**src/rtl/morse_unit_serializer.sv**
```systemverilog
// Serializes one Morse character (unit pattern + unit count) onto a registered key line, MSB first,
// one unit per UNIT_CYCLES clocks. Optional square-wave tone output is enabled by defining MORSE_TONE_EN.
module morse_unit_serializer #(
   parameter int UNIT_CYCLES      = 6_000_000,
   parameter int PAT_W            = 21,
   parameter int LEN_W            = 5,
   parameter int TONE_HALF_CYCLES = 62_500
) (
   input  logic             clk,
   input  logic             rst_n,
   input  logic             in_valid,
   output logic             in_ready,
   input  logic [LEN_W-1:0] in_len,
   input  logic [PAT_W-1:0] in_pattern,
   output logic             key_out,
   output logic             busy,
   output logic             done
`ifdef MORSE_TONE_EN
   ,
   output logic             tone_out
`endif
);

   localparam int CNT_W = (UNIT_CYCLES > 1) ? $clog2(UNIT_CYCLES) : 1;
   localparam int UL_W  = $clog2(PAT_W + 1);

   localparam logic [CNT_W-1:0] UNIT_LAST = CNT_W'(UNIT_CYCLES - 1);
   localparam logic [UL_W-1:0]  PAT_W_U   = UL_W'(PAT_W);

   if (UNIT_CYCLES < 2) begin : g_bad_unit_cycles
      $error("morse_unit_serializer: UNIT_CYCLES must be >= 2");
   end
   if (TONE_HALF_CYCLES < 1) begin : g_bad_tone_half
      $error("morse_unit_serializer: TONE_HALF_CYCLES must be >= 1");
   end

   typedef enum logic {
      IDLE = 1'b0,
      SEND = 1'b1
   } state_t;

   state_t           state, state_d;
   logic [PAT_W-1:0] shift_q, shift_d;
   logic [UL_W-1:0]  units_q, units_d;
   logic [CNT_W-1:0] cnt_q, cnt_d;
   logic             key_d;
   logic             done_d;
   logic [UL_W-1:0]  len_eff;
   logic             accept;

   // Counts longer than the pattern register are clamped so the shifter never underflows.
   always_comb begin
      len_eff = UL_W'(in_len);
      if (32'(in_len) > 32'(PAT_W)) len_eff = PAT_W_U;
   end

   assign in_ready = (state == IDLE);
   assign busy     = (state == SEND);
   assign accept   = in_valid && in_ready;

   // NOTE: every signal written here gets a default first so no path leaves it unassigned (no latches).
   always_comb begin
      state_d = state;
      shift_d = shift_q;
      units_d = units_q;
      cnt_d   = cnt_q;
      done_d  = 1'b0;

      unique case (state)
         IDLE: begin
            if (accept) begin
               if (len_eff == '0) begin
                  done_d = 1'b1;
               end else begin
                  state_d = SEND;
                  // Left-justify so the first unit sits at the MSB; unused upper bits fall off.
                  shift_d = in_pattern << (PAT_W_U - len_eff);
                  units_d = len_eff;
                  cnt_d   = UNIT_LAST;
               end
            end
         end
         SEND: begin
            if (cnt_q == '0) begin
               cnt_d   = UNIT_LAST;
               shift_d = shift_q << 1;
               units_d = units_q - UL_W'(1);
               if (units_q == UL_W'(1)) begin
                  state_d = IDLE;
                  done_d  = 1'b1;
               end
            end else begin
               cnt_d = cnt_q - CNT_W'(1);
            end
         end
         default: state_d = IDLE;
      endcase

      // Key is registered from the next-state view so it changes together with the state.
      key_d = (state_d == SEND) && shift_d[PAT_W-1];
   end

   // NOTE: sequential state uses non-blocking assignments so every flop samples pre-edge values.
   always_ff @(posedge clk) begin
      if (!rst_n) begin
         state   <= IDLE;
         shift_q <= '0;
         units_q <= '0;
         cnt_q   <= '0;
         key_out <= 1'b0;
         done    <= 1'b0;
      end else begin
         state   <= state_d;
         shift_q <= shift_d;
         units_q <= units_d;
         cnt_q   <= cnt_d;
         key_out <= key_d;
         done    <= done_d;
      end
   end

`ifdef MORSE_TONE_EN
   localparam int TONE_W = (TONE_HALF_CYCLES > 1) ? $clog2(TONE_HALF_CYCLES) : 1;
   localparam logic [TONE_W-1:0] TONE_LAST = TONE_W'(TONE_HALF_CYCLES - 1);

   logic [TONE_W-1:0] tone_cnt;

   // Tone phase restarts at every key-down edge so each element begins with a low half-period.
   always_ff @(posedge clk) begin
      if (!rst_n) begin
         tone_cnt <= '0;
         tone_out <= 1'b0;
      end else if (!key_d || !key_out) begin
         tone_cnt <= '0;
         tone_out <= 1'b0;
      end else if (tone_cnt == TONE_LAST) begin
         tone_cnt <= '0;
         tone_out <= ~tone_out;
      end else begin
         tone_cnt <= tone_cnt + TONE_W'(1);
      end
   end
`endif

endmodule

```
**config.mk**
```make
export PLATFORM = sky130hd
export DESIGN_NAME = morse_unit_serializer
export DESIGN_NICKNAME = d
export VERILOG_FILES = /design/src/rtl/morse_unit_serializer.sv
export SDC_FILE = /design/constraint.sdc
export NUM_CORES = 1
export LEC_CHECK = 0
export CAP_MARGIN = 25
export CORE_MARGIN = 2
export CORE_UTILIZATION = 52
export CTS_BUF_LIST = sky130_fd_sc_hd__clkbuf_4
export DETAILED_ROUTE_END_ITERATION = 16
export GPL_ROUTABILITY_DRIVEN = 0
export PLACE_DENSITY = 0.75
export SETUP_SLACK_MARGIN = 0.5
export SLEW_MARGIN = 5
export SYNTH_ARGS = -nofsm -noshare
export SYNTH_HDL_FRONTEND = slang
export SYNTH_SLANG_ARGS = --single-unit
```
**constraint.sdc**
```tcl
create_clock -name clk -period 5.8 [get_ports clk]
set_clock_uncertainty 0.15 [all_clocks]
set_input_delay 1.16 -clock clk [delete_from_list [all_inputs] [get_ports clk]]
set_output_delay 1.16 -clock clk [all_outputs]
set_load 0.02 [all_outputs]
```
# Word level (Yosys, flattened, before mapping)

Index checks and enable logic that the tools add are counted.

$add $sub $neg: 3
$lt $le $gt $ge: 1
Equality and inequality tests: 4
Shift operators: 1
Mux-type cells: 23
Bitwise operators: 1
Reduce and logical (&&, ||, !) cells: 6

Operators by type and width:

| kind                                                   | count |
|---|---|
| two-way mux 23 bit                                     | 3 |
| two-way mux 21 bit                                     | 3 |
| one-hot mux 23 bit (2 select lines)                    | 1 |
| one-hot mux 21 bit (2 select lines)                    | 1 |
| logical NOT 23 bit                                     | 1 |
| subtractor 23 x 1 -> 23 bit (second input constant)    | 1 |
| left shift 21 x 5 -> 21 bit                            | 1 |
| two-way mux 5 bit                                      | 4 |
| one-hot mux 5 bit (2 select lines)                     | 1 |
| two-way mux 1 bit                                      | 8 |
| == test 5 x 1 -> 1 bit (second input constant)         | 1 |
| greater-than comparator 5 bit (second input constant)  | 1 |
| logical NOT 5 bit                                      | 1 |
| subtractor 5 x 1 -> 5 bit (second input constant)      | 1 |
| subtractor 5 bit (first input constant)                | 1 |
| inequality test 2 x 1 -> 1 bit (second input constant) | 2 |
| one-hot mux 1 bit (2 select lines)                     | 2 |
| AND reduction 3 bit                                    | 1 |
| logical AND 1 bit                                      | 2 |
| inequality test 2 bit (second input constant)          | 1 |
| AND reduction 2 bit                                    | 1 |
| inverter 1 bit                                         | 1 |

Flip-flop bits (word level): 52
Input port bits: 29
Output and inout bits: 4
Word-level logic and storage cells: 46

# Logic depth before layout (Yosys ltp)

Gate-level depths: netlist of run 1.

Word-level depth: 8
Depth in mapped cells: 14
Mapped depth without buffers: 11

# Worst setup path after synthesis of run 1

Ideal clock, no wire load.

Path type: input to register
Start point: input in_len[3]
End point: register shift_q[14]
Library setup time: 133 ps
Arrival: 4217 ps
Data required time: 5517 ps
Setup slack: 1300 ps
Stages: 13
Buffers on the path: 6
Cells stage by stage: clkbuf_1 o21ai_0 nand2_1 clkinv_1 buf_1 ha_1 clkbuf_1 clkbuf_1 clkbuf_1 clkbuf_1 nor2_1 a221oi_1 a31oi_1

Cells in the longest elaborated chain, start to end: 7
Elaborated cells between the ends (all ways): 10
Those cells by class: 1 x add/sub; 1 x order compare; 1 x eq/ne; 1 x shift; 4 x mux; 2 x reduce/logical

RTL lines:

| item                                | RTL line | RTL |
|---|---|---|
| start, declared                     | 13       | `input logic [LEN_W-1:0] in_len,` |
| greater-than comparator 5 bit       | 54       | `if (32'(in_len) > 32'(PAT_W)) len_eff = PAT_W_U;` |
| two-way mux 5 bit (*)               | 54       |  |
| subtractor 5 bit                    | 77       | `shift_d = in_pattern << (PAT_W_U - len_eff);` |
| left shift 21 x 5 -> 21 bit         | 77       |  |
| two-way mux 21 bit                  | 72       | `if (len_eff == '0) begin` |
| two-way mux 21 bit                  | 71       | `if (accept) begin` |
| one-hot mux 21 bit (2 select lines) | 69       | `unique case (state)` |
| end signal, assigned                | 114      | `shift_q <= shift_d;` |
| end, declared                       | 43       | `logic [PAT_W-1:0] shift_q, shift_d;` |

Mark *: on every way between the ends. The rest lies on a longest branch, timed or not. The select of a mux whose other input is x is not followed.
A chain may end at the register's enable or synchronous reset.

# Worst setup path after layout of run 1

Start point: input in_len[3]
End point: register shift_q[20]

Cells in the longest elaborated chain, start to end: 7
Elaborated cells between the ends (all ways): 8
Those cells by class: 1 x add/sub; 1 x order compare; 1 x shift; 4 x mux; 1 x reduce/logical

RTL lines:

| item                                    | RTL line |
|---|---|
| greater-than comparator 5 bit           | 54 |
| two-way mux 5 bit (*)                   | 54 |
| subtractor 5 bit                        | 77 |
| left shift 21 x 5 -> 21 bit             | 77 |
| two-way mux 21 bit (*)                  | 72 |
| two-way mux 21 bit (*)                  | 71 |
| one-hot mux 21 bit (2 select lines) (*) | 69 |

Marked as above.

==> results of run 1 <==
flip-flops by register name, summed over array words and instances, names as in the netlist:
signal   count
busy         1
cnt_q       23
done         1
key_out      1
shift_q     21
units_q      5
stage by stage:
stage | cell area, sq um | cells | util, % | hold slack, ns | power, uW
after detailed placement | 4010 | 578 | 59.0 | 0.318 | 715
after global routing | 4070 | 587 | 59.9 | 0.359 | 928
after CTS | 4070 | 586 | 59.8 | 0.336 | 879
final | 4070 | 587 | 59.9 | 0.334 | 881
after floorplan | 3650 | 476 | - | 0.290 | 631
after global placement | 4010 | 578 | 59.0 | 0.312 | 709
cells by family after synthesis:
group                    count (synthesis)
adder cells (fa/ha/maj)                  4
AO/OA/AOI/OAI                          122
AND/OR/NAND/NOR                        198
flip-flops                              52
buffers and inverters                   41
multiplexers                            44
XOR/XNOR                                15
cell type report:
type | count | area [sq um] | share of cell area [%]
multi-input cells | 383 | 2450 | 60.2
flip-flops and latches | 52 | 1040 | 25.6
repair buffers | 39 | 373 | 9.16
well taps | 96 | 120 | 2.95
clock buffers | 5 | 37.5 | 0.922
inverters | 9 | 33.8 | 0.829
clock inverters | 3 | 17.5 | 0.430
worst min-delay path: cells and delay by family, from the launching register on:
family / cells / cell delay, ns
AND/OR/NAND/NOR: 1 / 0.05
flip-flops: 1 / 0.34
AO/OA/AOI/OAI: 1 / 0.07
power by group:
part	internal (uW)	switching [uW]	total, uW
clock network	47.2	119	166
logic	132	171	303
registers	386	25.7	412
total	566	315	881
how the worst max path moves through the flow:
stage               from          end  slack (ns)  cells past startpoint
4_1_cts        in_len[3]  shift_q[20]        1.45                     12
5_1_grt        in_len[3]      key_out        1.16                     12
3_3_place_gp   in_len[3]  shift_q[20]        1.16                     12
6_report       in_len[3]  shift_q[20]        1.39                     12
3_5_place_dp   in_len[3]  shift_q[20]        1.03                     12
2_1_floorplan  in_len[3]  shift_q[14]        1.30                     13
routing by layer:
layer / global-route usage [%] / vias up / part of all wire [%]
li1: - / 1784 / -
met1: 38.1 / 1773 / 46
met2: 40.2 / 134 / 46
met3: 3.86 / 19 / 6.0
met4: 7.41 / 0 / 1.8
met5: 0 / - / 0
synth_stat cells, types with 7 or more instances:
cell type,instances,area [sq um]
or3_1,8,50.1
mux2i_1,34,340
xnor2_1,13,114
nand2_1,65,244
inv_1,7,26.3
nor4_1,8,50.1
nor2_1,38,143
and3_1,8,50.1
a31oi_1,19,119
o21ai_0,25,125
clkbuf_1,24,90.1
mux2_2,7,78.8
dfxtp_1,52,1040
a21oi_1,36,180
nand3_1,21,105
nor3_1,18,90.1
==> results.sh, run 1 <==
export IMPL_crit_chain="clkdlybuf4s50_1 -> o21ai_0 -> nand2_1 -> buf_4 -> clkinv_1 -> ha_1 -> mux2i_1 -> mux2i_1 -> o32a_1 -> a32oi_1 -> nor3b_1 -> nor2_1"
export IMPL_finalSetupViolCount=0
export IMPL_dp_hpwl_um=7060
export IMPL_start_util_pct=53.8
export IMPL_die_area_sq_um=7710
export IMPL_hold_path_end="shift_q[3]"
export IMPL_crit_path_max_incr_delay_ns=0.81
export IMPL_clkSlewWorstSetupHoldPaths_ns=0.15
export IMPL_rr_startpoint="cnt_q[2]"
export IMPL_drv_slew=0
export IMPL_fmax_ghz=0.227
export IMPL_syn2layout_area_growth_pct=11.5
export IMPL_antenna_found_initial=0
export IMPL_relSlewSlack_pct=34.5
export IMPL_synthMuxAreaShare_pct=13.3
export IMPL_netlist_area_sq_um=3650
export IMPL_grtUsageTotal_pct=26.1
export IMPL_fin_ws_ns=1.39
export IMPL_firstDrtPassIters=5
export IMPL_synthArstFlopShare_pct=0
export IMPL_drt_iter0_drc=417
export IMPL_num_io_pins=33
export IMPL_fin_setup_tns_ns=0
export IMPL_routed_wl_um=9670
export IMPL_fin_crit_sh_pct=76.1
export IMPL_p_per_area_nw_per_um2=216
export IMPL_cts_sinks=52
export IMPL_grt_pass1_wl_um=16300
export IMPL_worstReg2RegEnd="units_q[4]"
export IMPL_overflow=0
export IMPL_pre_cts_ws_ns=1.03
export IMPL_ys_seq_elements=52
export IMPL_vias=3710
export IMPL_fp_dieW_um=87.8
export IMPL_start_kind="primary input"
export IMPL_yosysUniqueCellTypes=60
export IMPL_rr_worst_depth=8
export IMPL_critical_path_top_delay_family="buffers and inverters"
export IMPL_critical_path_class="in -> reg"
export IMPL_ctsHoldBuffers=0
export IMPL_final_antenna_net_count=0
export IMPL_ys_warn_count=0
export IMPL_hold_viol_final=0
export IMPL_grt_max_degree=46
export IMPL_slowest_stage="ha_1"
export IMPL_synth_top_family_by_area="simple AND/OR/NAND/NOR gates"
export IMPL_ir_drop_uv=150
export IMPL_yosys_area_share_simple_pct=27.6
export IMPL_tightest_slew_ns=0.980
export IMPL_numCtsBuffers=5
export IMPL_yosys_area_share_xor_xnor_pct=3.60
export IMPL_status="complete, no violations"
export IMPL_core_area_sq_um=6790
export IMPL_yosysSeqAreaShare_pct=28.5
export IMPL_synth_compound_area_share_pct=21.2
export IMPL_rows=30
export IMPL_synthAdderAreaFrac_pct=1.37
export IMPL_clockBufferDepth=2
export IMPL_cp_required_ns=5.90
export IMPL_antenna_diode_count=0
export IMPL_final_common_cell="nand2_1"
export IMPL_postSynthCellCount=476
export IMPL_arrival_ns=4.52
export IMPL_crit_fanout=24
export IMPL_syn_area_per_cell_sq_um=7.67
export IMPL_fillers=646
export IMPL_synth_edff_count=0
export IMPL_drc=0
export IMPL_cts_tree="built"
export IMPL_dieHeight_um=87.8
export IMPL_p_leak_uw=0.00147
export IMPL_hold_path_class="reg -> reg"
export IMPL_finalNetCount=523
export IMPL_io_buffers=32
export IMPL_path_buf_inv=3
export IMPL_rsz0062_at_grt="false"
export IMPL_layout_cells_most_common_list="65 x nand2_1, 52 x dfxtp_1, 38 x nor2_1"
export IMPL_viasPerCell=6.32
export IMPL_ctsResizeCount=0
export IMPL_r2r_slack_ns=2.44
export IMPL_wire_per_inst_um=16.5
export IMPL_htreeDepth=2
export IMPL_drive_gt1_share_pct=7.94
export IMPL_post_cts_buffers=0
export IMPL_synthesis_nets=509
export IMPL_maxCapViolations=0
export IMPL_synth_ff_type="dfxtp_1"
export IMPL_holdPathStages=2
export IMPL_root_buffer="clkbuf_4"
export IMPL_crit_top_cell="mux2i_1"
export IMPL_critPathCaptureType="register"
export IMPL_grt_pass1_vias=3453
export IMPL_fin_crit_ns=4.41
export IMPL_hp_start="shift_q[2]"
export IMPL_worstSkewPairLatency_ns=0.37
Note: power is estimated with default switching activity, not from simulation.
==> run 2: changes to the inputs <==
- clock period: 5.8 -> 4.6 ns (I/O delays scaled with it)
==> run 2 against run 1 <==
Effect of this change: setup slack worse by 0.69 ns; via count is 1.1% lower; sequential power is 26% higher; final cell count is 0.68% higher; global-route usage is 0.51 points higher; non-clock buffer count is 4 higher; sequential share of layout area is 0.31 points lower; critical path type unchanged; largest power group unchanged.
==> results.sh, run 2 (synthesis results as in run 1) <==
export IMPL_status="complete, no violations"
export IMPL_numCtsBuffers=5
export IMPL_layout_cells_most_common_list="65 x nand2_1, 52 x dfxtp_1, 38 x nor2_1"
export IMPL_cp_required_ns=4.69
export IMPL_fin_setup_tns_ns=0
export IMPL_clkSlewWorstSetupHoldPaths_ns=0.15
export IMPL_num_io_pins=33
export IMPL_finalSetupViolCount=0
export IMPL_p_leak_uw=0.00150
export IMPL_worstSkewPairLatency_ns=0.36
export IMPL_largestRegisters="cnt_q (23), shift_q (21), units_q (5)"
export IMPL_p_per_area_nw_per_um2=271
export IMPL_maxCapViolations=0
export IMPL_hold_path_class="reg -> reg"
export IMPL_fp_dieW_um=87.8
export IMPL_core_area_sq_um=6790
export IMPL_viasPerCell=6.21
export IMPL_fin_crit_sh_pct=84.7
export IMPL_pre_cts_ws_ns=0.359
export IMPL_drt_iter0_drc=372
export IMPL_fin_crit_ns=3.90
export IMPL_start_kind="primary input"
export IMPL_syn2layout_area_growth_pct=12.9
export IMPL_grt_pass1_vias=3407
export IMPL_die_area_sq_um=7710
export IMPL_placedInstanceArea_sq_um=4060
export IMPL_grt_pass1_wl_um=16600
export IMPL_overflow=0
export IMPL_cts_tree="built"
export IMPL_grt_max_degree=46
export IMPL_htreeDepth=2
export IMPL_drc=0
export IMPL_grtUsageTotal_pct=26.6
export IMPL_fmax_ghz=0.257
export IMPL_fillers=634
export IMPL_largest_reg_flops=23
export IMPL_final_common_cell="nand2_1"
export IMPL_start_util_pct=53.8
export IMPL_register_area_sq_um=1040
export IMPL_tightest_slew_ns=0.777
export IMPL_critPathCaptureType="register"
export IMPL_firstDrtPassIters=5
export IMPL_post_cts_buffers=0
export IMPL_rows=30
export IMPL_busiest_layer="met2"
export IMPL_antenna_found_initial=0
export IMPL_grt_util_met3_pct=5.47
export IMPL_routed_wl_um=9930
export IMPL_drive_gt1_share_pct=8.89
export IMPL_drv_slew=0
export IMPL_grt_use_met2_pct=42.4
export IMPL_vias=3670
export IMPL_fin_ws_ns=0.702
export IMPL_regMostFlops="cnt_q"
export IMPL_dp_hpwl_um=7220
export IMPL_dieHeight_um=87.8
export IMPL_ir_drop_uv=203
export IMPL_use_met1_pct=37.8
export IMPL_final_antenna_net_count=0
export IMPL_final_cell_area_sq_um=4120
export IMPL_critical_path_class="in -> reg"
export IMPL_clockBufferDepth=2
export IMPL_finalNetCount=527
export IMPL_root_buffer="clkbuf_4"
export IMPL_wire_per_inst_um=16.8
export IMPL_io_buffers=32
export IMPL_cts_sinks=52
export IMPL_relSlewSlack_pct=48.1
export IMPL_hold_viol_final=0
export IMPL_crit_fanout=13
export IMPL_multi_input_area_sq_um=2470
export IMPL_arrival_ns=3.99
export IMPL_antenna_diode_count=0
export IMPL_rsz0062_at_grt="false"
## run 2: final cells by class
type | instances | area share, %
multi-input combinational | 383 | 59.9
clock buffer | 6 | 1.09
timing repair buffer | 43 | 9.77
inverter | 9 | 0.819
tap | 96 | 2.91
sequential | 52 | 25.3
clock inverter | 2 | 0.273
## run 2: critical path, cell delays in order
cell	delay (ns)
clkdlybuf4s50_1	0.55
or2_2	0.39
nand2_1	0.50
buf_4	0.31
mux2i_1	0.41
mux2i_1	0.31
mux2_2	0.34
o211ai_1	0.17
a31oi_1	0.10
## run 2: final timing paths
kind | startpoint | endpoint | slack, ns | depth (start not counted)
setup / recovery | in_len[4] | shift_q[15] | 0.70 | 9
setup reg to reg | cnt_q[2] | units_q[4] | 1.19 | 8
hold reg to reg | shift_q[8] | shift_q[9] | 0.33 | 2
hold / removal | shift_q[8] | shift_q[9] | 0.33 | 2
## run 2: per-layer routing
| metal | wire length (um) | share of wire [%] |
|---|---|---|
| met1 | 4680 | 47 |
| met2 | 4540 | 46 |
| met3 | 558 | 5.6 |
| met4 | 157 | 1.6 |
| met5 | 0 | 0 |
## run 2: through the flow
step / instances / hold slack, ns / utilization [%] / total power (uW)
5_1_grt: 591 / 0.361 / 60.7 / 1180
4_1_cts: 591 / 0.339 / 60.5 / 1110
3_3_place_gp: 583 / 0.312 / 59.7 / 902
2_1_floorplan: 476 / 0.290 / - / 797
3_5_place_dp: 583 / 0.320 / 59.7 / 909
6_report: 591 / 0.326 / 60.7 / 1120
## run 2: where the power goes
group,internal (uW),switching [uW],total (uW)
clock,64.5,143,208
sequential,487,32.4,519
combinational,170,220,390
## run 2: what timing repair did
action | in CTS | in global routing
hold buffers | 0 | 0
setup endpoints to repair | 0 | 1
gates resized for setup | 0 | 1
==> run 3: changes to the inputs <==
- PLACE_DENSITY: 0.75 -> 0.78
- clock period: 4.6 -> 3.45 ns (I/O delays scaled with it)
==> run 3 against run 2 <==
Effect of this change: cell area is 9.6% higher; via count is 7.4% higher; total power is 41% higher; sequential share of layout area is 2.2 points lower; die area stayed put; sequential power is 33% higher; critical endpoint is now shift_q[17]; highest routed layer unchanged.
==> results.sh, run 3 (synthesis results as in run 1) <==
export IMPL_rows=30
export IMPL_drive_gt1_share_pct=17.4
export IMPL_firstDrtPassIters=6
export IMPL_layout_cells_most_common_list="62 x nand2_1, 51 x dfxtp_1, 37 x nor2_1"
export IMPL_dieHeight_um=87.8
export IMPL_vias=3941
export IMPL_p_leak_uw=0.00167
export IMPL_drt_iter0_drc=458
export IMPL_io_buffers=32
export IMPL_root_buffer="clkbuf_4"
export IMPL_start_kind="primary input"
export IMPL_maxCapViolations=0
export IMPL_largestRegisters="cnt_q (23), shift_q (21), units_q (5)"
export IMPL_relSlewSlack_pct=60.1
export IMPL_finalSetupViolCount=0
export IMPL_clkSlewWorstSetupHoldPaths_ns=0.15
export IMPL_busiest_layer="met2"
export IMPL_antenna_diode_count=0
export IMPL_fmax_ghz=0.339
export IMPL_whs_ns=0.326
export IMPL_final_cell_count_no_fill=612
export IMPL_multi_input_area_sq_um=2630
export IMPL_fin_crit_ns=2.95
export IMPL_tightest_slew_ns=0.599
export IMPL_start_util_pct=53.8
export IMPL_wire_per_inst_um=18.0
export IMPL_crit_fanout=10
export IMPL_ir_drop_uv=229
export IMPL_syn2layout_area_growth_pct=23.7
export IMPL_arrival_ns=3.07
export IMPL_grt_util_met3_pct=6.50
export IMPL_grt_pass1_vias=3567
export IMPL_drv_slew=0
export IMPL_p_per_area_nw_per_um2=349
export IMPL_fin_ws_ns=0.498
export IMPL_drc=0
export IMPL_crit_chain="clkdlybuf4s50_1 -> a211o_1 -> nand2_4 -> buf_12 -> mux2i_4 -> mux2_2 -> a2bb2o_1 -> o32ai_1 -> a31oi_1"
export IMPL_status="complete, no violations"
export IMPL_pre_cts_ws_ns=-0.0116
export IMPL_hold_viol_final=0
export IMPL_critical_path_top_delay_family="compound AO/OA/AOI/OAI gates"
export IMPL_core_area_sq_um=6790
export IMPL_cts_sinks=52
export IMPL_finalPower_uw=1570
export IMPL_num_io_pins=33
export IMPL_rsz0062_at_grt="false"
export IMPL_path_buf_inv=2
export IMPL_grt_max_degree=30
export IMPL_crit_path_max_incr_delay_ns=0.47
export IMPL_dp_hpwl_um=7800
export IMPL_routed_wl_um=11000
export IMPL_cts_tree="built"
export IMPL_htreeDepth=2
export IMPL_use_met1_pct=38.6
export IMPL_viasPerCell=6.44
export IMPL_largest_reg_flops=23
export IMPL_die_area_sq_um=7710
export IMPL_clockBufferDepth=2
export IMPL_fin_crit_sh_pct=85.6
export IMPL_finalNetCount=548
export IMPL_critPathCaptureType="register"
export IMPL_overflow=0
export IMPL_fillers=556
export IMPL_hold_path_class="reg -> reg"
export IMPL_grtUsageTotal_pct=28.4
export IMPL_critical_path_class="in -> reg"
export IMPL_register_area_sq_um=1040
export IMPL_final_antenna_net_count=0
export IMPL_fin_setup_tns_ns=0
export IMPL_final_common_cell="nand2_1"
export IMPL_grt_use_met2_pct=45.5
export IMPL_worstSkewPairLatency_ns=0.37
export IMPL_antenna_found_initial=0
export IMPL_cp_required_ns=3.57
export IMPL_grt_pass1_wl_um=17500
export IMPL_numCtsBuffers=5
export IMPL_fp_dieW_um=87.8
export IMPL_regMostFlops="cnt_q"
export IMPL_slowest_stage="clkdlybuf4s50_1"
export IMPL_dp_cells=600
## run 3: where the power goes
part	switching, uW	internal [uW]
sequential	41.4	649
clock	191	75.4
combinational	334	284
total	566	1010
## run 3: cell type report
class | count | share of cell area (%)
clock inverters | 3 | 0.305
flip-flops and latches | 52 | 23.1
well taps | 96 | 2.66
repair buffers | 64 | 14.1
multi-input cells | 383 | 58.2
clock buffers | 5 | 0.831
inverters | 9 | 0.859
## run 3: metrics by stage
stage,area [sq um],utilization [%]
3_3_place_gp,4290,63.2
3_5_place_dp,4290,63.2
6_report,4520,66.5
2_1_floorplan,3830,-
4_1_cts,4360,64.2
5_1_grt,4520,66.5
## run 3: metal layers
layer | share of wire (%) | routed length, um
met2 | 47 | 5140
met4 | 2.6 | 291
met5 | 0 | 0
met1 | 42 | 4630
met3 | 8.7 | 963
## run 3: final timing paths
kind / startpoint / to / slack, ns / cells past startpoint
worst max-delay path: in_len[0] / shift_q[17] / 0.50 / 9
worst min-delay path: shift_q[3] / shift_q[4] / 0.33 / 2
worst max register to register: cnt_q[2] / cnt_q[18] / 0.62 / 7
worst min register to register: shift_q[3] / shift_q[4] / 0.33 / 2
## run 3: worst register-to-register path, delay by kind of cell (launching register included)
family | cells | cell delay, ns
AO/OA/AOI/OAI | 2 | 0.36
flip-flops | 1 | 0.37
AND/OR/NAND/NOR | 5 | 1.84
## run 3: timing repair
action | 4_1_cts | 5_1_grt
hold endpoints to repair | 0 | 0
gates cloned | 0 | 1
setup buffers | 0 | 3
endpoints found under the setup margin | 4 | 26
pin swaps | 0 | 5
gates resized for setup | 5 | 25
hold buffers | 0 | 0
